**config.mk**
```make
export PLATFORM = sky130hd
export DESIGN_NAME = pipe_stage_reg
export DESIGN_NICKNAME = d
export VERILOG_FILES = /design/src/rtl/cpu_pipe_pkg.sv /design/src/rtl/pipe_entry_reg.sv /design/src/rtl/pipe_stage_reg.sv
export SDC_FILE = /design/constraint.sdc
export NUM_CORES = 1
export LEC_CHECK = 0
export ABC_CLOCK_PERIOD_IN_PS = 4130
export CAP_MARGIN = 20
export CORE_MARGIN = 5
export CORE_UTILIZATION = 42
export CTS_BUF_LIST = sky130_fd_sc_hd__clkbuf_4
export CTS_CLUSTER_DIAMETER = 120
export CTS_CLUSTER_SIZE = 10
export DETAILED_ROUTE_END_ITERATION = 16
export PLACE_DENSITY = 0.8
export SETUP_SLACK_MARGIN = 0.1
export SYNTH_ARGS = -nofsm -noshare
export SYNTH_HDL_FRONTEND = slang
export SYNTH_SLANG_ARGS = --single-unit
export TNS_END_PERCENT = 100
```
**constraint.sdc**
```tcl
create_clock -name clk -period 4.13 [get_ports clk]
set_input_delay 1.0325 -clock clk [delete_from_list [all_inputs] [get_ports clk]]
set_output_delay 1.0325 -clock clk [all_outputs]
set_load 0.1 [all_outputs]
```
**src/rtl/cpu_pipe_pkg.sv**
```systemverilog
// Shared definitions for the MIPS core's inter-stage pipeline registers:
// stage occupancy encoding, default exception width and the bubble fill value.
package cpu_pipe_pkg;

  typedef enum logic [1:0] {
    ST_EMPTY = 2'd0,
    ST_ONE   = 2'd1,
    ST_FULL  = 2'd2
  } stage_state_t;

  localparam int DEF_EXC_W = 6;

  // A squashed entry is all zeros, which the decoder treats as a NOP.
  localparam logic BUBBLE_BIT = 1'b0;

endpackage

```
**src/rtl/pipe_entry_reg.sv**
```systemverilog
// One stage entry (payload + exception vector) with clear and load enables.
// Clear wins over load so a flush always leaves a clean bubble.
module pipe_entry_reg
  import cpu_pipe_pkg::*;
#(
  parameter int W = 38
) (
  input  logic         clk,
  input  logic         clear,
  input  logic         load,
  input  logic [W-1:0] d,
  output logic [W-1:0] q
);

  always_ff @(posedge clk) begin
    if (clear) begin
      q <= {W{BUBBLE_BIT}};
    end else if (load) begin
      q <= d;
    end
  end

endmodule

```
**src/rtl/pipe_stage_reg.sv**
```systemverilog
// Reusable pipeline stage register with valid/ready handshake, optional skid
// entry, flush-to-bubble and a saturating stall-cycle counter.
module pipe_stage_reg
  import cpu_pipe_pkg::*;
#(
  parameter int PAYLOAD_W = 32,
  parameter int EXC_W     = DEF_EXC_W,
  parameter int SKID      = 1,
  parameter int CNT_W     = 16
) (
  input  logic                 clk,
  input  logic                 rst,
  input  logic                 flush,
  input  logic                 in_valid,
  output logic                 in_ready,
  input  logic [PAYLOAD_W-1:0] in_data,
  input  logic [EXC_W-1:0]     in_exc,
  output logic                 out_valid,
  input  logic                 out_ready,
  output logic [PAYLOAD_W-1:0] out_data,
  output logic [EXC_W-1:0]     out_exc,
  output logic [CNT_W-1:0]     stall_cnt
);

  localparam int ENTRY_W = PAYLOAD_W + EXC_W;

  stage_state_t        state;
  stage_state_t        state_next;
  logic                clear;
  logic                up;
  logic                dn;
  logic                main_load;
  logic                skid_load;
  logic [ENTRY_W-1:0]  in_entry;
  logic [ENTRY_W-1:0]  main_d;
  logic [ENTRY_W-1:0]  main_q;
  logic [ENTRY_W-1:0]  skid_q;

  assign clear    = rst | flush;
  assign up       = in_valid & in_ready;
  assign dn       = out_valid & out_ready;
  assign in_entry = {in_exc, in_data};

  always_ff @(posedge clk) begin
    if (clear) begin
      state <= ST_EMPTY;
    end else begin
      state <= state_next;
    end
  end

  always_comb begin
    state_next = state;
    if (SKID != 0) begin
      case (state)
        ST_EMPTY: if (up) state_next = ST_ONE;
        ST_ONE: begin
          if (dn && !up)      state_next = ST_EMPTY;
          else if (up && !dn) state_next = ST_FULL;
        end
        ST_FULL:  if (dn) state_next = ST_ONE;
        default:  state_next = ST_EMPTY;
      endcase
    end else begin
      case (state)
        ST_EMPTY, ST_ONE: begin
          if (up)      state_next = ST_ONE;
          else if (dn) state_next = ST_EMPTY;
        end
        default: state_next = ST_EMPTY;
      endcase
    end
  end

  // With a skid entry in_ready decodes registered state only; without one it
  // looks through to out_ready so a full single entry can drain and refill.
  always_comb begin
    out_valid = (state != ST_EMPTY);
    if (SKID != 0) begin
      in_ready = !rst && (state != ST_FULL);
    end else begin
      in_ready = !rst && (!out_valid || out_ready);
    end
  end

  always_comb begin
    main_load = 1'b0;
    skid_load = 1'b0;
    main_d    = in_entry;
    if (SKID != 0) begin
      case (state)
        ST_EMPTY: main_load = up;
        ST_ONE: begin
          main_load = up && dn;
          skid_load = up && !dn;
        end
        ST_FULL: begin
          main_load = dn;
          main_d    = skid_q;
        end
        default: main_load = 1'b0;
      endcase
    end else begin
      main_load = up;
    end
  end

  pipe_entry_reg #(.W(ENTRY_W)) u_main (
    .clk   (clk),
    .clear (clear),
    .load  (main_load),
    .d     (main_d),
    .q     (main_q)
  );

  generate
    if (SKID != 0) begin : g_skid
      pipe_entry_reg #(.W(ENTRY_W)) u_skid (
        .clk   (clk),
        .clear (clear),
        .load  (skid_load),
        .d     (in_entry),
        .q     (skid_q)
      );
    end else begin : g_no_skid
      assign skid_q = '0;
    end
  endgenerate

  assign out_data = main_q[PAYLOAD_W-1:0];
  assign out_exc  = main_q[ENTRY_W-1:PAYLOAD_W];

  // Counts stalled cycles; a flush cycle is not a stall, and the count pins at all-ones.
  always_ff @(posedge clk) begin
    if (rst) begin
      stall_cnt <= '0;
    end else if (out_valid && !out_ready && !flush && (stall_cnt != {CNT_W{1'b1}})) begin
      stall_cnt <= stall_cnt + 1'b1;
    end
  end

endmodule

```
# Word level (Yosys, flattened, before mapping)
# Cells that the tools add are included.
[classes] bitwise=3 muxes=8 n_eq_ne=7 reduce_logical=15 n_addsub=1
[ops] op="$mux W38" n=1
[ops] op="$add A16 B1 Y16 const B" n=1
[ops] op="$ne A16 B16 Y1 const B" n=1
[ops] op="$mux W2" n=4
[ops] op="$logic_and A1 B1 Y1" n=7
[ops] op="$ne A2 B2 Y1 const B" n=3
[ops] op="$pmux W2 S3" n=1
[ops] op="$logic_not A1 Y1" n=5
[ops] op="$ne A3 B3 Y1 const B" n=1
[ops] op="$pmux W1 S3" n=1
[ops] op="$reduce_and A3 Y1" n=1
[ops] op="$and A1 B1 Y1" n=2
[ops] op="$eq A2 B1 Y1 const B" n=1
[ops] op="$eq A2 B2 Y1 const B" n=1
[ops] op="$logic_not A2 Y1" n=1
[ops] op="$reduce_bool A2 Y1" n=1
[ops] op="$mux W1" n=1
[ops] op="$or A1 B1 Y1" n=1
[totals] wordCells=38 regBits=94

# Logic depth before layout (Yosys ltp)
[logic_depth] depth_word=7 ltp_mapped=8 depth_no_buf=5

# By module
# Synthesis repeated with hierarchy kept, for this count alone.
[unflattened] hier_cells=412 area_unflattened_um2=4192.8
[by_module_without_submodules] module="pipe_entry_reg" instances=2 cells_per_inst=122 area_per_inst_um2=1358.8 seq_area_each_um2=760.7
[by_module_without_submodules] module="pipe_stage_reg" instances=1 cells_per_inst=168 area_per_inst_um2=1475.2 seq_area_each_um2=360.3

# Least setup slack after synthesis
# No wires, ideal clock.
[synth_timing] path_kind="in2out" startpoint="input port rst" endpoint="output port in_ready" path_stages=2 t_arrival_ns=2.561 required_ns=3.098 setup_slack_ns=0.537 path_cell_list="clkbuf_1 nor2b_1"
[synth_between] elab_chain_cells=2
[synth_lines] element="start: declaration" line_no="pipe_stage_reg.sv:12" source="input logic rst,"
[synth_lines] element="$logic_not A1 Y1"
[synth_lines] element="$logic_and A1 B1 Y1" line_no="pipe_stage_reg.sv:80" source="in_ready = !rst && (state != ST_FULL);"
[synth_lines] element="end: declaration" line_no="pipe_stage_reg.sv:15" source="output logic in_ready,"
# Every way passes these cells.

# Final worst setup path
[layout_timing] startpoint="register stall_cnt[2]" endpoint="output port stall_cnt[2]"
[layout_rtl] element="start: declaration" line_no="pipe_stage_reg.sv:22" source="output logic [CNT_W-1:0] stall_cnt"
[layout_rtl] element="start signal: assignment" line_no="pipe_stage_reg.sv:138" source="stall_cnt <= stall_cnt + 1'b1;"
# No word-level cell between the ends.

==> impl_metrics.tcl <==
set metrics [dict create \
    nets 579 \
    vias_per_cell 5.13 \
    cts.path.max_buffers 2 \
    synthArstFlopShare_pct 0 \
    area_growth_pct 30.8 \
    cp-start-kind "flip-flop" \
    fp-row-count 35 \
    h-tree-depth 3 \
    grt_pass1_vias 3354 \
    tritoncts "yes" \
    wire_per_inst_um 14.1 \
    cts-root-buf "clkbuf_4" \
    finalCriticalPeriod_ps 3110 \
    netlist_instances 454 \
    synth_area_per_cell_um2 8.73 \
    clkLatencyLatePin_ps 420 \
    cts_resized 0 \
    antenna_found_initial 1 \
    routed-via-count 3440 \
    hpwl_um 6640 \
    drt_wl_total_um 9420 \
    io_buffers 98 \
    setup_tns_ps 0 \
    rsz0062_at_grt "no" \
    netlist_top_cells_area "dfxtp_1, mux2i_1, nand2_1" \
    fp.coreArea_um2 9240 \
    drive_gt1_share_pct 6.85 \
    die_height_um 107 \
    cts_setup_buffers 0 \
    synth_seq_area_share_pct 47.5 \
    p_sw_share_pct 26.6 \
    hold_path.class "flip-flop to flip-flop" \
    synth_common_cells "dfxtp_1, nand2_1, a21oi_1, nor2_1, mux2i_1" \
    cap_violations 0 \
    grt.total_usage_pct 16.6 \
    synth_cell_types 38 \
    io_pins 99 \
    drc 0 \
    slew_headroom_pct 33.7 \
    grt_pass1_wl_um 15700 \
    initial_core_util_pct 42.9 \
    multiInputGateArea_um2 1900 \
    drt_iter0_markers 114 \
    final_antenna_net_count 0 \
    ys_dominant_reg_cell "dfxtp_1" \
    finalPower_uw 1800 \
    status "finished, final reports clean" \
    overflow 0 \
    internal-power_uw 1320 \
    numCtsBuffers 9 \
    synth.ff_latch_count 94 \
    endpoint_kind "output pin" \
    p_sw_uw 480 \
    first_pass_iters 4 \
    arrival_ps 2080 \
    clock_sinks 94 \
    synth-edff-count 0 \
    die_w_um 107 \
    path_max_fanout 7 \
    cpPeakStageDelay_ps 1190 \
    path_cells "clkdlybuf4s50_1" \
    fill_cells 847 \
    finalHoldViolCount 0 \
    power.density_nw_per_um2 347 \
    clkPwrFrac_pct 33.7 \
    gp_congestion 0.793 \
    p_leak_uw 0.00192 \
    drv_slew 0 \
    crit_slowest_cell "clkdlybuf4s50_1" \
    required_ps 3100 \
    regArea_um2 1880 \
    syn-num-nets 498 \
    critPathKind "flip-flop to output pin" \
    period_share_pct 75.4 \
    worst_pin_slew_ps 992 \
    yosys.area.top_type_share_pct 47.5 \
    die_area_um2 11500 \
    power_frac_seq_pct 51.7 \
    synth_top_area_cell "dfxtp_1" \
    synth_area_um2 3970 \
    cp_num_buf_inv 1 \
    combPwrFrac_pct 14.6 \
    clk_pin_slew_ps 140 \
    skew_ps 22.6 \
    grt_max_degree 45 \
    path_delay_family "buffers and inverters" \
    ys_warn_count 0 \
    hold_buffers 0 \
    ir_drop_v 0.000198 \
    fmax_mhz 321 \
    finalSetupViolCount 0 \
    synth.most_common_cell "dfxtp_1" \
]
==> tightest hold or removal path, stage by stage, from the launching register on <==
cell and delay [ps]:
dfxtp_1 330, nand2_1 50, a21oi_1 50
==> state kept, by name, summed over array words and instances, names as in the netlist <==
| name | flops |
|---|---|
| g_skid.u_skid.q | 38 |
| stall_cnt | 16 |
| state | 2 |
| u_main.q | 38 |
==> layout by cell type, fill, tap and decap left out, drive strengths merged, types with 3 or more instances in the layout <==
master         netlist  layout
or4                  9       9
clkbuf              16      10
nand4                4       4
nor2                46      46
bufinv               0       3
a211oi              38      38
nand2               83      83
a21oi               52      52
dfxtp               94      94
nand3                6       6
buf                 22      12
mux2i               40      40
nand2b               3       3
nor2b                4       4
or3                  4       4
clkdlybuf4s50        0      96
o21ai                3       3
o31ai               11      11
==> stage by stage <==
step	hold WS (ps)	setup slack (ps)	utilization (%)	cell area (um^2)	instances
floorplan	436	537	-	3970	454
global placement	441	1220	54.1	5000	653
detailed placement	446	1150	54.1	5000	653
CTS	465	995	56.1	5180	669
global route	477	940	56.1	5190	670
finish	463	1020	56.1	5190	670
==> power by group through the flow <==
stage / sequential (uW) / clock [uW] / combinational, uW
6_report: 931 / 606 / 263
5_1_grt: 934 / 665 / 279
4_1_cts: 932 / 630 / 265
3_5_place_dp: 951 / 0 / 265
3_3_place_gp: 951 / 0 / 260
2_1_floorplan: 1050 / 0 / 79.0
==> kinds of logic after synthesis <==
| kind of cell | count (synthesis) | synth area share [%] |
|---|---|---|
| buf+inv | 39 | 4.99 |
| simple gates | 171 | 19.6 |
| mux | 42 | 10.7 |
| flops | 94 | 47.5 |
| fa+ha+maj | 1 | 0.316 |
| compound gates | 107 | 17.0 |
==> layer usage <==
layer  wire length, um  global-route usage [%]  part of all wire [%]
met1              4240                    19.8                    45
met3               340                    3.73                   3.6
met5                 0                       0                     0
met4                97                    6.12                   1.0
met2              4740                    29.2                    50
==> final cells by class <==
class / instances / area share [%]
sequential: 94 / 36.3
inverter: 1 / 0.0724
tap: 129 / 3.11
timing repair buffer: 108 / 20.3
clock inverter: 6 / 2.12
clock buffer: 10 / 1.45
antenna: 1 / 0.0482
multi-input combinational: 321 / 36.7
==> worst paths after layout <==
check	to	startpoint	slack, ps	cells after the start
max	stall_cnt[2]	stall_cnt[2]$_SDFFE_PP0P_	1020	1
min	g_skid.u_skid.q[26]$_SDFFE_PP0P_	g_skid.u_skid.q[26]$_SDFFE_PP0P_	460	2
max reg2reg	stall_cnt[13]$_SDFFE_PP0P_	stall_cnt[0]$_SDFFE_PP0P_	2190	5
min reg2reg	g_skid.u_skid.q[26]$_SDFFE_PP0P_	g_skid.u_skid.q[26]$_SDFFE_PP0P_	460	2
(Power assumes the default switching activity.)
